$ cat src/rtl/counter_pkg.sv
// Shared timing constants and the count-direction encoding for the counter
// family (modulo counters, FND scan timing).
package counter_pkg;

    localparam int SYS_CLK_HZ = 100_000_000;
    localparam int DIV_10HZ   = SYS_CLK_HZ / 10;
    localparam int DIV_1KHZ   = SYS_CLK_HZ / 1000;

    typedef enum logic {
        DIR_UP   = 1'b0,
        DIR_DOWN = 1'b1
    } dir_e;

endpackage : counter_pkg

$ cat src/rtl/mod_counter_tick_tick_gen.sv
// Single-clock prescaler: emits a one-cycle enable strobe (combinational, valid
// in the cycle whose rising edge completes a TICK_DIV-long interval).
module tick_gen #(
    parameter int TICK_DIV = 10
) (
    input  logic clk,
    input  logic reset,
    input  logic en,
    input  logic restart,
    output logic tick
);

    localparam int PW = (TICK_DIV > 1) ? $clog2(TICK_DIV) : 1;
    localparam logic [PW-1:0] PRE_LAST = PW'(TICK_DIV - 1);

    logic [PW-1:0] pre_q, pre_d;

    always_comb begin
        // NOTE: every signal driven here gets a default first, so no path
        // through the if/else leaves it unassigned and no latch is inferred.
        pre_d = pre_q;
        tick  = 1'b0;
        if (restart) begin
            pre_d = '0;
        end else if (en) begin
            if (pre_q == PRE_LAST) begin
                pre_d = '0;
                tick  = 1'b1;
            end else begin
                pre_d = pre_q + 1'b1;
            end
        end
    end

    always_ff @(posedge clk) begin
        if (reset) pre_q <= '0;
        else       pre_q <= pre_d;
    end

endmodule : tick_gen

$ cat src/rtl/mod_counter_tick.sv
// Modulo-MOD up/down counter stepped by an integrated prescaler; count, tick
// and wrap are all registered and share the system clock.
module mod_counter_tick
    import counter_pkg::*;
#(
    parameter int TICK_DIV = DIV_10HZ,
    parameter int MOD      = 10_000,
    localparam int CW      = $clog2(MOD)
) (
    input  logic          clk,
    input  logic          reset,
    input  logic          run,
    input  logic          clear,
    input  logic          load,
    input  logic [CW-1:0] load_val,
    input  logic          down,
    output logic [CW-1:0] count,
    output logic          tick,
    output logic          wrap
);

    localparam logic [CW-1:0] COUNT_MAX = CW'(MOD - 1);

    logic [CW-1:0] count_q, count_d;
    logic          tick_q, tick_d;
    logic          wrap_q, wrap_d;
    logic          step;
    dir_e          dir;

    assign dir = dir_e'(down);

    // clear and load both restart the interval so the next step is a full
    // TICK_DIV cycles away; a load on a step edge therefore swallows that step.
    tick_gen #(
        .TICK_DIV (TICK_DIV)
    ) u_tick_gen (
        .clk     (clk),
        .reset   (reset),
        .en      (run),
        .restart (clear | load),
        .tick    (step)
    );

    always_comb begin
        count_d = count_q;
        tick_d  = 1'b0;
        wrap_d  = 1'b0;
        if (clear) begin
            count_d = '0;
        end else if (load) begin
            count_d = (load_val > COUNT_MAX) ? COUNT_MAX : load_val;
        end else if (step) begin
            tick_d = 1'b1;
            if (dir == DIR_UP) begin
                if (count_q == COUNT_MAX) begin
                    count_d = '0;
                    wrap_d  = 1'b1;
                end else begin
                    count_d = count_q + 1'b1;
                end
            end else begin
                if (count_q == '0) begin
                    count_d = COUNT_MAX;
                    wrap_d  = 1'b1;
                end else begin
                    count_d = count_q - 1'b1;
                end
            end
        end
    end

    // NOTE: state registers use non-blocking assignments and a synchronous
    // reset; only these few flops exist, so all of them are reset.
    always_ff @(posedge clk) begin
        if (reset) begin
            count_q <= '0;
            tick_q  <= 1'b0;
            wrap_q  <= 1'b0;
        end else begin
            count_q <= count_d;
            tick_q  <= tick_d;
            wrap_q  <= wrap_d;
        end
    end

    assign count = count_q;
    assign tick  = tick_q;
    assign wrap  = wrap_q;

endmodule : mod_counter_tick

$ cat config.mk
export PLATFORM = sky130hd
export DESIGN_NAME = mod_counter_tick
export DESIGN_NICKNAME = d
export VERILOG_FILES = /design/src/rtl/counter_pkg.sv /design/src/rtl/mod_counter_tick_tick_gen.sv /design/src/rtl/mod_counter_tick.sv
export SDC_FILE = /design/constraint.sdc
export NUM_CORES = 1
export LEC_CHECK = 0
export BUFFER_PORTS_ARGS = -buffer_cell sky130_fd_sc_hd__buf_2
export CAP_MARGIN = 0
export CORE_MARGIN = 2
export CORE_UTILIZATION = 51
export DETAILED_ROUTE_END_ITERATION = 10
export PLACE_DENSITY = 0.86
export REMOVE_ABC_BUFFERS = 1
export SLEW_MARGIN = 0
export SYNTH_ARGS = -nofsm -noshare
export SYNTH_HDL_FRONTEND = slang
export SYNTH_SLANG_ARGS = --single-unit
export TNS_END_PERCENT = 100
$ cat constraint.sdc
create_clock -name clk -period 2 [get_ports clk]
set_input_delay 0.4 -clock clk [delete_from_list [all_inputs] [get_ports clk]]
set_output_delay 0.4 -clock clk [all_outputs]
set_load 0.05 [all_outputs]
==> results of run 1 <==
layout make-up:
class,instances,area (sq um)
timing repair buffer,98,669
multi-input combinational,249,1740
fill,357,1250
clock buffer,6,82.6
inverter,8,30.0
tap,54,67.6
clock inverter,2,10.0
sequential,40,816
cell usage in the layout (no fill, tap or decap), types with 7 or more instances in the layout:
master | synthesis | routed
nand3_1 | 13 | 13
a21oi_1 | 11 | 7
nor3_1 | 11 | 10
buf_4 | 0 | 58
dfxtp_1 | 40 | 32
nor2_1 | 47 | 45
o21ai_0 | 9 | 7
xor2_1 | 11 | 11
nand4_1 | 14 | 14
nand2_1 | 35 | 35
buf_2 | 2 | 35
xnor2_1 | 13 | 13
worst min-delay path, cell delays in order:
cell and delay (ns):
buf_2 0.13, nand3_1 0.06, o21ai_1 0.06
state kept, by name, summed over array words and instances, names as in the netlist:
signal            flops
wrap                  1
count                14
tick                  1
u_tick_gen.pre_q     24
timing repair:
item,4_1_cts,5_1_grt
pin swaps,4,17
gates resized for setup,14,45
endpoints found under the setup margin,11,17
setup buffers,2,8
hold buffers,0,0
stage by stage:
stage               area (sq um)  std cells  total power [mW]  setup TNS (ns)
floorplan                   2350        297              1.06           -8.22
global placement            3010        439              1.21       -0.000286
detailed placement          3010        439              1.22          -0.652
CTS                         3190        449              1.79         -0.0295
global route                3410        457              1.90          -0.311
finish                      3410        457              1.84         -0.0484
routing by layer:
metal	wire [um]	up-vias	GRT usage
met4	201	0	0.103
li1	-	1311	-
met1	2870	1329	0.312
met2	4070	174	0.539
met5	0	-	0
met3	656	34	0.0525
power by group:
group	leakage (nW)	internal [mW]	switching [mW]	total (mW)
logic	0.966	0.195	0.261	0.456
clock network	0.0510	0.275	0.283	0.558
registers	0.328	0.809	0.0162	0.825
worst max path at each step:
stage | cells after the start | slack [ns] | to
floorplan | 7 | -0.74 | count[13]
CTS | 9 | -0.02 | count[3]
global route | 8 | -0.08 | count[10]
finish | 9 | -0.03 | count[0]
global placement | 6 | -0.0003 | count[7]
detailed placement | 7 | -0.14 | count[13]
synthesized netlist by cell type, types with 2 or more instances:
cell,number
nor2_1,47
dfxtp_1,40
nand2_1,35
nand4_1,14
clkbuf_1,13
nand3_1,13
xnor2_1,13
a21oi_1,11
nor3_1,11
xor2_1,11
o21ai_0,9
inv_1,8
a211oi_1,7
a221oi_1,6
and3_1,6
and2_1,5
nor4_1,5
or3_1,5
nand2b_1,4
ha_1,3
nor2b_1,3
o221ai_1,3
or2_2,3
a41o_1,2
a41oi_1,2
and4_1,2
buf_2,2
nor3b_1,2
nor4b_1,2
nor4bb_1,2
o211ai_1,2
o22ai_1,2
o2bb2ai_1,2
cells by family (layout without fill, tap and decap cells):
kind of cell	count (synthesis)	count (layout)	share of synthesized area
DFF	40	40	0.330
adders and majority gates	3	3	0.0155
AOI/OAI and AO/OA	55	55	0.167
buffers and inverters	24	114	0.0413
muxes	1	1	0.00413
and+or+nand+nor	166	166	0.355
xor gates and xnor gates	24	24	0.0867
==> metrics, run 1 <==
post-synth top area share 0.330; Syn. warnings 0; Crit Path Max Fanout 8; IO Port Bufs 35; Slew @ Worst Pin roughly 0.42 ns; Reg clk slew, reported paths ~0.080 ns; drt wl/cell 17.1 um; Via-to-Cell Ratio about 6.2; TritonCTS Buffers 5; share of flip-flops with an asynchronous set or reset 0; hold path endpoint count[13]; Tot GR Track Use 0.284; failing checks negative setup slack; Worst Path Required 2.24 ns; Worst Setup Start Kind register; largest area contributor in the netlist dfxtp_1; Seq/Total Area, Yosys 0.330; initial antenna violation count 0; Worst Reg-to-Reg Cells 9; Pleak between 1 and 1.5 nW; top cells by area, synth dfxtp_1 33%, nor2_1 7.3%, nand2_1 5.4%; final WL 7790 um; reg2reg end count[0]; Hold Crit Class in2reg; largest net degree at the start of global routing 24; setup ws final -0.0334 ns; 1st-pass router iterations 6; vias 2848; Worst-Skew Late Latency just under 0.3 ns; critical path endpoint category register; CP Data Arrival Time 2.27 ns; flops & latches, synth 40; CTS root buf clkbuf_8; CP peak stage delay approximately 0.38 ns; total core area between 4000 and 5000 sq um; Starting Density 0.520; clock skew ~0.0096 ns; Finished Core Util 0.732; Top-Level Pins 36; nets@finish 425; Post-Synthesis Mean Instance Area 7.75 sq um; post-synthesis cell type count 51; Hold WS around 0.4 ns; pre-CTS setup slack -0.138 ns; first-pass GRT wire length about 12000 um; power per cell area approximately 540 nW/um^2; Post-Syn Instances around 310; Final min period just over 2 ns; CTS tree yes; f_max just under 500 MHz; r2r startpoint count[8]; dominant synthesized flop cell dfxtp_1; FF-to-FF setup slack -0.03 ns; # diodes 0; EDFF count, synth 0; min-delay src load_val[13]; DP HPWL roughly 5400 um; Slew Limit Headroom 0.718; max_cap viols 0; slowest CP cell nor4_1; worst vdd ir roughly 0.41 mV; Post-DRT Antenna Nets 0; clk sinks 40; DRC Markers 0; grt total ovfl 0; Final Hold Vio Count 0; Final period util 1.02; number of global-route vias before repair roughly 2700; die area 5320 sq um; RSZ-0062 raised after global routing yes; Worst Hold Depth 3; most used cell, CP buf_4; Area Growth Syn to Fin 40.7%; share of cells above drive strength 1 0.392; max-slew violations 0; CTS H-Tree Depth 2; top cell family by delay on the critical path simple AND/OR/NAND/NOR gates; global placement routability congestion between 0.9 and 1; clock buffer depth 2; Rows 25; crit path from count[8]; final setup vio count 2; DRT iter0 DRCs 357; Post-Syn Area roughly 2400 sq um; Setup Crit Path Kind reg2reg; die boundary height ~73 um; status complete, but fails checks; Buf+Inv Stages, Crit Path 3; worst-path cell chain buf_4, nor4_1, nand4_1, buf_4, buf_4, a21oi_2, nand2_1, o21ai_1, o221a_2; die width roughly 73 um
(Power assumes the default switching activity.)
==> run 2, diff against run 1 <==
--- a/config.mk
+++ b/config.mk
@@ -11,6 +11,7 @@
 export CORE_UTILIZATION = 51
 export DETAILED_ROUTE_END_ITERATION = 10
 export PLACE_DENSITY = 0.86
+export RECOVER_POWER = 100
 export REMOVE_ABC_BUFFERS = 1
 export SLEW_MARGIN = 0
 export SYNTH_ARGS = -nofsm -noshare
==> run 2 against run 1 <==
  * The flow still finishes with violations (negative setup slack)
  * Global-route usage unchanged
  * Combinational power down 0.9%
  * Register-to-register slack better by 0.02 ns
  * Non-clock buffer count unchanged
  * Clock skew about the same
  * Cell area down 0.99%
  * Largest cell class unchanged
  * Sequential power about the same
  * Wire length up 0.41%
  * Highest routed layer unchanged
  * Via count up 0.25%
  * Critical path depth down 1
  * Sequential share of layout area up 0.24 points
  * Clock power about the same
==> metrics, run 2 (synthesis gave the netlist of run 1 again) <==
CP peak stage delay 0.35 ns; most used cell, CP buf_4; worst-path cell chain buf_4, nor4_2, buf_4, a41o_1, a41oi_2, a2111oi_2, a311o_1, o31ai_2; CTS tree yes; drt wl/cell around 17 um; Worst Path Required between 2 and 2.5 ns; commonest non-fill, non-tap cell in the layout buf_4; share of cells above drive strength 1 0.350; number of global-route vias before repair between 2000 and 3000; Fin Setup TNS -0.0147 ns; die boundary height 73.0 um; Final Hold Vio Count 0; power per cell area ~540 nW/um^2; CTS root buf clkbuf_8; # diodes 0; worst vdd ir ~0.42 mV; Starting Density 0.520; max_cap viols 0; Crit Path Max Fanout 9; Slew @ Worst Pin ~0.61 ns; DRT iter0 DRCs ~390; CP Data Arrival Time 2.20 ns; first-pass GRT wire length between 10000 and 15000 um; vias between 2000 and 3000; setup ws final -0.00844 ns; Tot GR Track Use 0.284; RSZ-0062 raised after global routing yes; 1st-pass router iterations 7; global placement routability congestion around 0.99; TritonCTS Buffers 5; max-slew violations 0; Rows 25; Final min period roughly 2 ns; clock skew about 0.0095 ns; Final period util 1.00; Setup Crit Path Kind reg2reg; Most flops, register u_tick_gen.pre_q; total core area approximately 4700 sq um; slowest CP cell a2111oi_2; PnR Total Power 1.83 mW; commonest non-fill, non-tap cells in the layout 57 x buf_4, 45 x nor2_1, 35 x nand2_1; final setup vio count 2; Pleak 1.28 nW; die area 5320 sq um; Top-Level Pins 36; initial antenna violation count 0; f_max ~500 MHz; Post-DRT Antenna Nets 0; Reg clk slew, reported paths ~0.08 ns; Via-to-Cell Ratio approximately 6.2; Worst-Skew Late Latency ~0.29 ns; final WL 7830 um; status complete, but fails checks; Worst Setup Start Kind register; IO Port Bufs 35; Area Growth Syn to Fin 39.3%; Hold WS a little under 0.4 ns; Largest register FFs 24; die width between 70 and 80 um; Hold Crit Class in2reg; clk sinks 40; CTS H-Tree Depth 2; grt total ovfl 0; failing checks negative setup slack; clock buffer depth 2; largest net degree at the start of global routing 24; nets@finish roughly 430; DP HPWL 5440 um; Slew Limit Headroom 0.592; DRC Markers 0; critical path endpoint category register
## run 2: metal layers
| metal | wire length (um) | track usage | up-vias |
|---|---|---|---|
| li1 | - | - | 1311 |
| met1 | 2930 | 0.312 | 1338 |
| met2 | 4030 | 0.539 | 172 |
| met3 | 645 | 0.0525 | 34 |
| met4 | 220 | 0.103 | 0 |
| met5 | 0 | 0 | - |
## run 2: stage by stage
| step | cell area (sq um) | setup WS [ns] | utilization | cells |
|---|---|---|---|---|
| 2_1_floorplan | 2350 | -0.736 | - | 297 |
| 3_3_place_gp | 3010 | -0.000286 | 0.645 | 439 |
| 3_5_place_dp | 3010 | -0.138 | 0.645 | 439 |
| 4_1_cts | 3190 | -0.0198 | 0.684 | 449 |
| 5_1_grt | 3380 | -0.0804 | 0.725 | 457 |
| 6_report | 3380 | -0.00844 | 0.725 | 457 |
## run 2: worst max-delay path: cells and delay by family, from the launching register on
family | cells | cell delay [ns]
flip-flops | 1 | 0.33
AND/OR/NAND/NOR | 1 | 0.26
buffers and inverters | 2 | 0.34
AO/OA/AOI/OAI | 5 | 0.96
## run 2: layout make-up
class,instances,area (sq um)
Clock buffer,6,82.6
Clock inverter,2,10.0
Fill cell,363,1280
Inverter,8,30.0
Multi-Input combinational cell,249,1730
Sequential cell,40,816
Tap cell,54,67.6
Timing Repair Buffer,98,641
## run 2: power by group
part / total (mW) / internal (mW) / switching, mW
logic: 0.452 / 0.190 / 0.262
clock network: 0.558 / 0.275 / 0.283
registers: 0.825 / 0.809 / 0.0161
## run 2: final timing paths
check                                     startpoint                   end  cells past startpoint  slack [ns]
worst min-delay path                    load_val[13]             count[13]                      3        0.39
worst max-delay path                        count[4]             count[10]                      8      -0.008
worst max register to register              count[4]             count[10]                      8      -0.008
worst min register to register  u_tick_gen.pre_q[22]  u_tick_gen.pre_q[22]                      2        0.52
## run 2: timing repair
action / in CTS / in global routing
hold buffers: 0 / 0
pin swaps: 4 / 17
resized for setup: 14 / 45
buffers inserted: 2 / 8
setup endpoints to repair: 11 / 17
